===== config.mk =====
export PLATFORM = sky130hd
export DESIGN_NAME = spi_ram_ctrl_flat
export DESIGN_NICKNAME = d
export VERILOG_FILES = /design/src/rtl/spi_ram_if.sv /design/src/rtl/spi_ram_ctrl.sv /design/src/flat_wrapper.sv
export SDC_FILE = /design/constraint.sdc
export NUM_CORES = 2
export LEC_CHECK = 0
export ABC_AREA = 1
export BUFFER_PORTS_ARGS = -buffer_cell sky130_fd_sc_hd__buf_2
export CAP_MARGIN = 40
export CELL_PAD_IN_SITES_DETAIL_PLACEMENT = 1
export CELL_PAD_IN_SITES_GLOBAL_PLACEMENT = 1
export CORE_MARGIN = 2
export CORE_UTILIZATION = 35
export DETAILED_ROUTE_END_ITERATION = 8
export GPL_TIMING_DRIVEN = 0
export MAX_ROUTING_LAYER = met4
export PLACE_DENSITY = 0.57
export SYNTH_ARGS = -nofsm -noshare
export SYNTH_HDL_FRONTEND = slang
export SYNTH_SLANG_ARGS = --single-unit

===== constraint.sdc =====
create_clock -name clk -period 5.89 [get_ports clk]
set_input_delay 0.589 -clock clk [delete_from_list [all_inputs] [get_ports clk]]
set_output_delay 0.589 -clock clk [all_outputs]
set_load 0.05 [all_outputs]

===== src/rtl/spi_ram_if.sv =====
// Command/response bundle between the SPI slave (master side) and the RAM controller (slave side).
interface spi_ram_if #(
  parameter int DATA_WIDTH = 8
) ();
  logic [DATA_WIDTH+1:0] din;
  logic                  rx_valid;
  logic [DATA_WIDTH-1:0] dout;
  logic                  tx_valid;
  logic                  addr_err;

  modport master (output din, output rx_valid, input dout, input tx_valid, input addr_err);
  modport slave  (input din, input rx_valid, output dout, output tx_valid, output addr_err);
endinterface


===== src/rtl/spi_ram_ctrl.sv =====
// Single-port RAM behind the SPI slave: decodes 2-bit opcode commands, keeps separate
// write/read pointers and holds read data valid for a TX_HOLD-cycle window.
module spi_ram_ctrl #(
  parameter int MEM_DEPTH     = 256,
  parameter int ADDR_SIZE     = 8,
  parameter int DATA_WIDTH    = 8,
  parameter int ADDR_AUTO_INC = 0,
  parameter int TX_HOLD       = 8
) (
  input logic      clk,
  input logic      rst_n,
  spi_ram_if.slave bus
);
  localparam int CW = (TX_HOLD > 1) ? $clog2(TX_HOLD) : 1;
  localparam logic [ADDR_SIZE:0] LP_LAST   = (ADDR_SIZE+1)'(MEM_DEPTH - 1);
  localparam logic [CW-1:0]      LP_RELOAD = CW'(TX_HOLD - 1);

  localparam logic [1:0] OP_WR_ADDR = 2'b00;
  localparam logic [1:0] OP_WR_DATA = 2'b01;
  localparam logic [1:0] OP_RD_ADDR = 2'b10;
  localparam logic [1:0] OP_RD_DATA = 2'b11;

  typedef enum logic {S_IDLE, S_HOLD} state_t;

  state_t                r_state;
  logic [CW-1:0]         r_cnt;
  logic [DATA_WIDTH-1:0] r_dout;
  logic                  r_tx_valid;
  logic                  r_addr_err;
  logic [ADDR_SIZE-1:0]  r_wr_addr;
  logic [ADDR_SIZE-1:0]  r_rd_addr;
  logic [DATA_WIDTH-1:0] r_mem [MEM_DEPTH];

  logic [1:0]            w_op;
  logic [DATA_WIDTH-1:0] w_payload;
  logic [ADDR_SIZE-1:0]  w_addr_in;
  logic                  w_wr_ok;
  logic                  w_rd_ok;
  logic [ADDR_SIZE-1:0]  w_wr_next;
  logic [ADDR_SIZE-1:0]  w_rd_next;
  logic                  w_do_write;

  assign w_op       = bus.din[DATA_WIDTH+1:DATA_WIDTH];
  assign w_payload  = bus.din[DATA_WIDTH-1:0];
  assign w_addr_in  = w_payload[ADDR_SIZE-1:0];
  assign w_wr_ok    = ({1'b0, r_wr_addr} <= LP_LAST);
  assign w_rd_ok    = ({1'b0, r_rd_addr} <= LP_LAST);
  // Out-of-range pointers wrap to 0 just like the last valid address.
  assign w_wr_next  = ({1'b0, r_wr_addr} >= LP_LAST) ? '0 : r_wr_addr + 1'b1;
  assign w_rd_next  = ({1'b0, r_rd_addr} >= LP_LAST) ? '0 : r_rd_addr + 1'b1;
  assign w_do_write = bus.rx_valid && (w_op == OP_WR_DATA) && w_wr_ok;

  assign bus.dout     = r_dout;
  assign bus.tx_valid = r_tx_valid;
  assign bus.addr_err = r_addr_err;

  // RAM array has no reset; contents survive rst_n.
  always_ff @(posedge clk) begin
    if (w_do_write) begin
      r_mem[r_wr_addr] <= w_payload;
    end
  end

  always_ff @(posedge clk or negedge rst_n) begin
    if (!rst_n) begin
      r_state    <= S_IDLE;
      r_cnt      <= '0;
      r_dout     <= '0;
      r_tx_valid <= 1'b0;
      r_addr_err <= 1'b0;
      r_wr_addr  <= '0;
      r_rd_addr  <= '0;
    end else begin
      r_addr_err <= 1'b0;
      if (bus.rx_valid) begin
        case (w_op)
          OP_WR_ADDR: begin
            r_wr_addr  <= w_addr_in;
            r_state    <= S_IDLE;
            r_tx_valid <= 1'b0;
          end
          OP_WR_DATA: begin
            r_addr_err <= !w_wr_ok;
            if (ADDR_AUTO_INC != 0) r_wr_addr <= w_wr_next;
            r_state    <= S_IDLE;
            r_tx_valid <= 1'b0;
          end
          OP_RD_ADDR: begin
            r_rd_addr  <= w_addr_in;
            r_state    <= S_IDLE;
            r_tx_valid <= 1'b0;
          end
          default: begin
            r_dout     <= w_rd_ok ? r_mem[r_rd_addr] : '0;
            r_addr_err <= !w_rd_ok;
            if (ADDR_AUTO_INC != 0) r_rd_addr <= w_rd_next;
            r_state    <= S_HOLD;
            r_cnt      <= LP_RELOAD;
            r_tx_valid <= 1'b1;
          end
        endcase
      end else if (r_state == S_HOLD) begin
        if (r_cnt == '0) begin
          r_state    <= S_IDLE;
          r_tx_valid <= 1'b0;
        end else begin
          r_cnt <= r_cnt - 1'b1;
        end
      end
    end
  end
endmodule


===== src/flat_wrapper.sv =====
// flat-port wrapper written by rule: the top's interface ports become plain ports
module spi_ram_ctrl_flat 
#(
  parameter int MEM_DEPTH     = 256,
  parameter int ADDR_SIZE     = 8,
  parameter int DATA_WIDTH    = 8,
  parameter int ADDR_AUTO_INC = 0,
  parameter int TX_HOLD       = 8
)
  (clk, rst_n, bus_din, bus_rx_valid, bus_dout, bus_tx_valid, bus_addr_err);
  spi_ram_if #(.DATA_WIDTH(DATA_WIDTH)) bus_i ();
  input logic clk;
  input logic rst_n;
  input wire logic [$bits(bus_i.din)-1:0] bus_din;
  input wire logic [$bits(bus_i.rx_valid)-1:0] bus_rx_valid;
  output wire logic [$bits(bus_i.dout)-1:0] bus_dout;
  output wire logic [$bits(bus_i.tx_valid)-1:0] bus_tx_valid;
  output wire logic [$bits(bus_i.addr_err)-1:0] bus_addr_err;
  assign bus_i.din = bus_din;
  assign bus_i.rx_valid = bus_rx_valid;
  assign bus_dout = bus_i.dout;
  assign bus_tx_valid = bus_i.tx_valid;
  assign bus_addr_err = bus_i.addr_err;
  spi_ram_ctrl #(.MEM_DEPTH(MEM_DEPTH), .ADDR_SIZE(ADDR_SIZE), .DATA_WIDTH(DATA_WIDTH), .ADDR_AUTO_INC(ADDR_AUTO_INC), .TX_HOLD(TX_HOLD)) u_core (.clk(clk), .rst_n(rst_n), .bus(bus_i));
endmodule

==> run_summary.xml <==
<?xml version="1.0" encoding="UTF-8"?>
<metrics>
  <group name="sta">
    <metric name="upper_clock_frequency_limit" unit="GHz">0.242</metric>
    <metric name="slew_headroom" unit="%">32.1</metric>
    <metric name="setup_viol" unit="">0</metric>
    <metric name="rsz0062_at_grt" unit="">false</metric>
    <metric name="worstMarginPinSlew" unit="ns">1.02</metric>
    <metric name="final.period_utilization" unit="%">70.0</metric>
    <metric name="finalCriticalPeriod" unit="ns">4.13</metric>
    <metric name="fin_tns_setup" unit="ns">0</metric>
    <metric name="max_clock_skew" unit="ns">0.0534</metric>
    <metric name="slew_viol_final" unit="">0</metric>
    <metric name="postLayoutSetupSlackWorst" unit="ns">1.76</metric>
    <metric name="final_hold_viol_count" unit="">0</metric>
  </group>
  <group name="placed_design">
    <metric name="post-dp-hpwl" unit="mm">266</metric>
    <metric name="place_ws" unit="ns">1.66</metric>
    <metric name="port-buffer-count" unit="">21</metric>
    <metric name="gp_congestion" unit="">0.972</metric>
  </group>
  <group name="hold_path">
    <metric name="hold_path_class" unit="">input port to async pin</metric>
  </group>
  <group name="outcome">
    <metric name="result_of_the_run" unit="">complete, no violations</metric>
  </group>
  <group name="floorplanning">
    <metric name="placeableCoreArea" unit="sq mm">0.240</metric>
    <metric name="die_height" unit="um">495</metric>
    <metric name="fp-row-count" unit="">180</metric>
    <metric name="boundary_pins" unit="">23</metric>
    <metric name="dieArea" unit="sq mm">0.245</metric>
    <metric name="die_width" unit="um">495</metric>
    <metric name="starting_density_of_the_core" unit="%">35.1</metric>
  </group>
  <group name="grt">
    <metric name="fraction_of_met2_tracks_used_by_global_routing" unit="%">48.2</metric>
    <metric name="global_route_wire_length_before_repair" unit="mm">507</metric>
    <metric name="grt_pass1_vias" unit="">60900</metric>
    <metric name="pin_count_of_the_biggest_net_entering_global_routing" unit="">143</metric>
    <metric name="grt_antenna_before_repair" unit="">30</metric>
    <metric name="groute.layer.met3.usage" unit="%">5.45</metric>
    <metric name="met1_usage" unit="%">40.1</metric>
    <metric name="global_route.overflow_total" unit="">0</metric>
    <metric name="grt_most_used_layer" unit="">met2</metric>
    <metric name="grt.total_usage" unit="%">31.0</metric>
  </group>
  <group name="route">
    <metric name="drc" unit="">0</metric>
    <metric name="route.detailed.vias_per_inst" unit="">5.68</metric>
    <metric name="first_pass_iters" unit="">5</metric>
    <metric name="via_count" unit="">62500</metric>
    <metric name="wl" unit="mm">373</metric>
    <metric name="avgRoutedWirePerCell" unit="um">33.9</metric>
    <metric name="drt-initial-drc-count" unit="">8244</metric>
    <metric name="ant_nets" unit="">0</metric>
  </group>
  <group name="synthesis">
    <metric name="netlist_area" unit="sq mm">0.0843</metric>
    <metric name="number_of_enable_type_register_cells_in_the_synthesized_netlist" unit="">2048</metric>
    <metric name="synth_area_leader_cell" unit="">sky130_fd_sc_hd__edfxtp_1</metric>
    <metric name="synth_cell_type_count" unit="">21</metric>
    <metric name="synth_fp_nets" unit="">7108</metric>
    <metric name="syn-mean-instance-area" unit="sq um">11.9</metric>
    <metric name="asr_flop_ratio_synth" unit="%">1.40</metric>
    <metric name="yosys_warnings" unit="">0</metric>
    <metric name="seq_area_frac_synth" unit="%">73.8</metric>
    <metric name="synth.most_common_cell" unit="">sky130_fd_sc_hd__nand2_1</metric>
    <metric name="yosys_most_used_dff" unit="">sky130_fd_sc_hd__edfxtp_1</metric>
    <metric name="synth_largest_type_area_fraction" unit="%">73.0</metric>
    <metric name="syn_inst" unit="">7093</metric>
    <metric name="synth_seq_cells" unit="">2077</metric>
    <metric name="synth.area.top_cells" unit="">sky130_fd_sc_hd__edfxtp_1, sky130_fd_sc_hd__nand3_1, sky130_fd_sc_hd__nand2_1</metric>
    <metric name="synth.cells.most_frequent" unit="">sky130_fd_sc_hd__nand2_1, sky130_fd_sc_hd__edfxtp_1, sky130_fd_sc_hd__nand3_1</metric>
  </group>
  <group name="critical_path">
    <metric name="ff2ff_path_depth" unit="">12</metric>
    <metric name="worst-endpoint-required" unit="ns">6.65</metric>
    <metric name="cp_cell_sequence" unit="">buf_4 -&gt; buf_2 -&gt; clkbuf_1 -&gt; nand3_1 -&gt; nand3_1 -&gt; nand3_1 -&gt; nand3_1 -&gt; nand3_1 -&gt; nand3_1 -&gt; nand3_1 -&gt; nand3_1 -&gt; nand2_1</metric>
    <metric name="critical_path.slowest_cell" unit="">sky130_fd_sc_hd__clkbuf_1</metric>
    <metric name="timing.critical_path.to_type" unit="">flip-flop</metric>
    <metric name="cp_max_fo" unit="">10</metric>
    <metric name="delay_contributed_by_the_slowest_stage_of_the_critical_path" unit="ns">0.71</metric>
    <metric name="worstSetupStartpointType" unit="">flip-flop</metric>
    <metric name="critical_path_depth" unit="">12</metric>
    <metric name="timing_worst_setup_path_type" unit="">flip-flop to flip-flop</metric>
    <metric name="critical_path.most_common_cell" unit="">sky130_fd_sc_hd__nand3_1</metric>
    <metric name="critical_path.n_buffers_inverters" unit="">3</metric>
    <metric name="cp_data_arrival_time" unit="ns">4.88</metric>
    <metric name="worst_path_dominant_cell_family" unit="">simple AND/OR/NAND/NOR gates</metric>
  </group>
  <group name="power">
    <metric name="power.leakage" unit="nW">34.7</metric>
    <metric name="post-layout-total-power" unit="mW">37.5</metric>
    <metric name="worst_voltage_drop_across_the_vdd_grid" unit="mV">0.249</metric>
    <metric name="power_density" unit="mW/mm^2">381</metric>
  </group>
  <group name="clocking">
    <metric name="cts_inserted_buffers" unit="">228</metric>
    <metric name="skew_pair_late_insertion_delay" unit="ns">0.89</metric>
    <metric name="clk_pin_slew" unit="ns">0.07</metric>
    <metric name="cts_tree" unit="">built</metric>
    <metric name="cts.path.max_buffers" unit="">3</metric>
    <metric name="cts_htree_levels" unit="">4</metric>
    <metric name="cts_post_setup_buffers_inserted" unit="">0</metric>
    <metric name="clk_root_buffer_cell" unit="">sky130_fd_sc_hd__clkbuf_16</metric>
    <metric name="numClockSinks" unit="">2077</metric>
  </group>
  <group name="layout">
    <metric name="nNetsFinal" unit="">7586</metric>
    <metric name="filler_instances" unit="">25700</metric>
    <metric name="layout_overhead_on_the_synthesized_area" unit="%">16.9</metric>
    <metric name="final_layout_size_suffix_gt1_share" unit="%">11.4</metric>
  </group>
  <group name="flow_run">
    <metric name="maxCapViolCount" unit="">0</metric>
  </group>
</metrics>
==> final cells by class <==
cell class / count / area (sq um) / area share (%)
flip-flops and latches: 2077 / 62200 / 63.2
multi-input cells: 4476 / 19400 / 19.7
clock buffers: 316 / 6260 / 6.36
well taps: 3185 / 3990 / 4.05
repair buffers: 248 / 2920 / 2.96
plain buffers: 485 / 2440 / 2.48
clock inverters: 111 / 961 / 0.976
inverters: 55 / 209 / 0.212
diodes: 35 / 87.6 / 0.0889
==> per-layer routing <==
layer,share of wire (%),vias up
li1,-,26200
met1,40,32600
met2,47,3015
met3,8.2,659
met4,4.4,0
met5,0,-
==> repair_timing <==
item,CTS,global route
hold endpoints to repair,31,0
resized for setup,0,0
hold buffers,2,0
==> state kept, by name (all words and copies together), names as in the netlist <==
register and count:
u_core.r_mem 2048, u_core.bus.dout 8, u_core.r_rd_addr 8, u_core.r_wr_addr 8, u_core.r_cnt 3, u_core.bus.tx_valid 1
u_core.r_state 1
==> placed cells by master (no fill, tap or decap), types with 2 or more instances in the layout <==
cell type and n:
sky130_fd_sc_hd__inv_6 3, sky130_fd_sc_hd__buf_12 15, sky130_fd_sc_hd__buf_2 259, sky130_fd_sc_hd__inv_2 2, sky130_fd_sc_hd__bufinv_16 12, sky130_fd_sc_hd__inv_1 51
sky130_fd_sc_hd__clkinv_2 33, sky130_fd_sc_hd__nor2_1 288, sky130_fd_sc_hd__buf_8 40, sky130_fd_sc_hd__clkbuf_1 168, sky130_fd_sc_hd__clkbuf_16 231, sky130_fd_sc_hd__dlygate4sd3_1 2
sky130_fd_sc_hd__diode_2 35, sky130_fd_sc_hd__a22oi_1 2, sky130_fd_sc_hd__dfrtp_1 29, sky130_fd_sc_hd__buf_1 55, sky130_fd_sc_hd__buf_6 63, sky130_fd_sc_hd__clkinv_1 51
sky130_fd_sc_hd__clkinv_4 2, sky130_fd_sc_hd__buf_16 20, sky130_fd_sc_hd__edfxtp_1 2048, sky130_fd_sc_hd__ha_1 2, sky130_fd_sc_hd__nand2_1 2120, sky130_fd_sc_hd__clkinvlp_4 2
sky130_fd_sc_hd__clkbuf_2 19, sky130_fd_sc_hd__inv_16 4, sky130_fd_sc_hd__clkinv_16 2, sky130_fd_sc_hd__clkbuf_8 16, sky130_fd_sc_hd__buf_4 161, sky130_fd_sc_hd__nand3_1 2044
sky130_fd_sc_hd__clkinv_8 3, sky130_fd_sc_hd__o21ai_0 16
==> worst paths after layout <==
check	start	to	slack [ns]
min	rst_n	u_core.bus.tx_valid	0.06
max	u_core.r_rd_addr[1]	u_core.bus.dout[4]	1.76
max reg2reg	u_core.r_rd_addr[1]	u_core.bus.dout[4]	1.76
max in group asynchronous	rst_n	u_core.bus.dout[3]	5.32
min reg2reg	u_core.r_cnt[0]	u_core.r_cnt[0]	0.47
min in group clk	bus_din[0]	u_core.r_mem[52][0]	0.11
==> logic make-up (layout without fill, tap and decap cells) <==
| logic type | count (synthesis) | in the layout | synth area share [%] |
|---|---|---|---|
| other | 1 | 36 | 0.00445 |
| AND/OR/NAND/NOR | 4454 | 4454 | 22.9 |
| flip-flops | 2077 | 2077 | 73.8 |
| buffers and inverters | 540 | 1215 | 3.12 |
| adder cells (fa/ha/maj) | 2 | 2 | 0.0297 |
| AO/OA/AOI/OAI | 19 | 19 | 0.119 |
==> report_power, final <==
group / internal (mW) / total, mW / leakage (nW) / switching (mW)
Clock: 7.93 / 14.1 / 3.53 / 6.18
Combinational: 1.54 / 7.11 / 12.4 / 5.57
Sequential: 16.3 / 16.3 / 18.8 / 0.0352
Total: 25.8 / 37.5 / 34.7 / 11.8
==> metrics by stage <==
step	util, %	area (sq um)	cells	hold WS (ns)
5_1_grt	41.0	98500	11000	0.0691
3_5_place_dp	38.0	91100	10500	0.445
2_1_floorplan	-	84300	7093	0.293
4_1_cts	41.0	98400	10900	0.0271
6_report	41.0	98500	11000	0.0611
3_3_place_gp	36.8	88400	10300	0.456
==> worst register-to-register path, stage by stage, from the launching register on <==
cell,delay [ns]
sky130_fd_sc_hd__dfrtp_1,0.32
sky130_fd_sc_hd__buf_4,0.28
sky130_fd_sc_hd__buf_2,0.68
sky130_fd_sc_hd__clkbuf_1,0.76
sky130_fd_sc_hd__nand3_1,0.24
sky130_fd_sc_hd__nand3_1,0.19
sky130_fd_sc_hd__nand3_1,0.17
sky130_fd_sc_hd__nand3_1,0.23
sky130_fd_sc_hd__nand3_1,0.12
sky130_fd_sc_hd__nand3_1,0.27
sky130_fd_sc_hd__nand3_1,0.27
sky130_fd_sc_hd__nand3_1,0.36
sky130_fd_sc_hd__nand2_1,0.10
(Power assumes the default switching activity.)
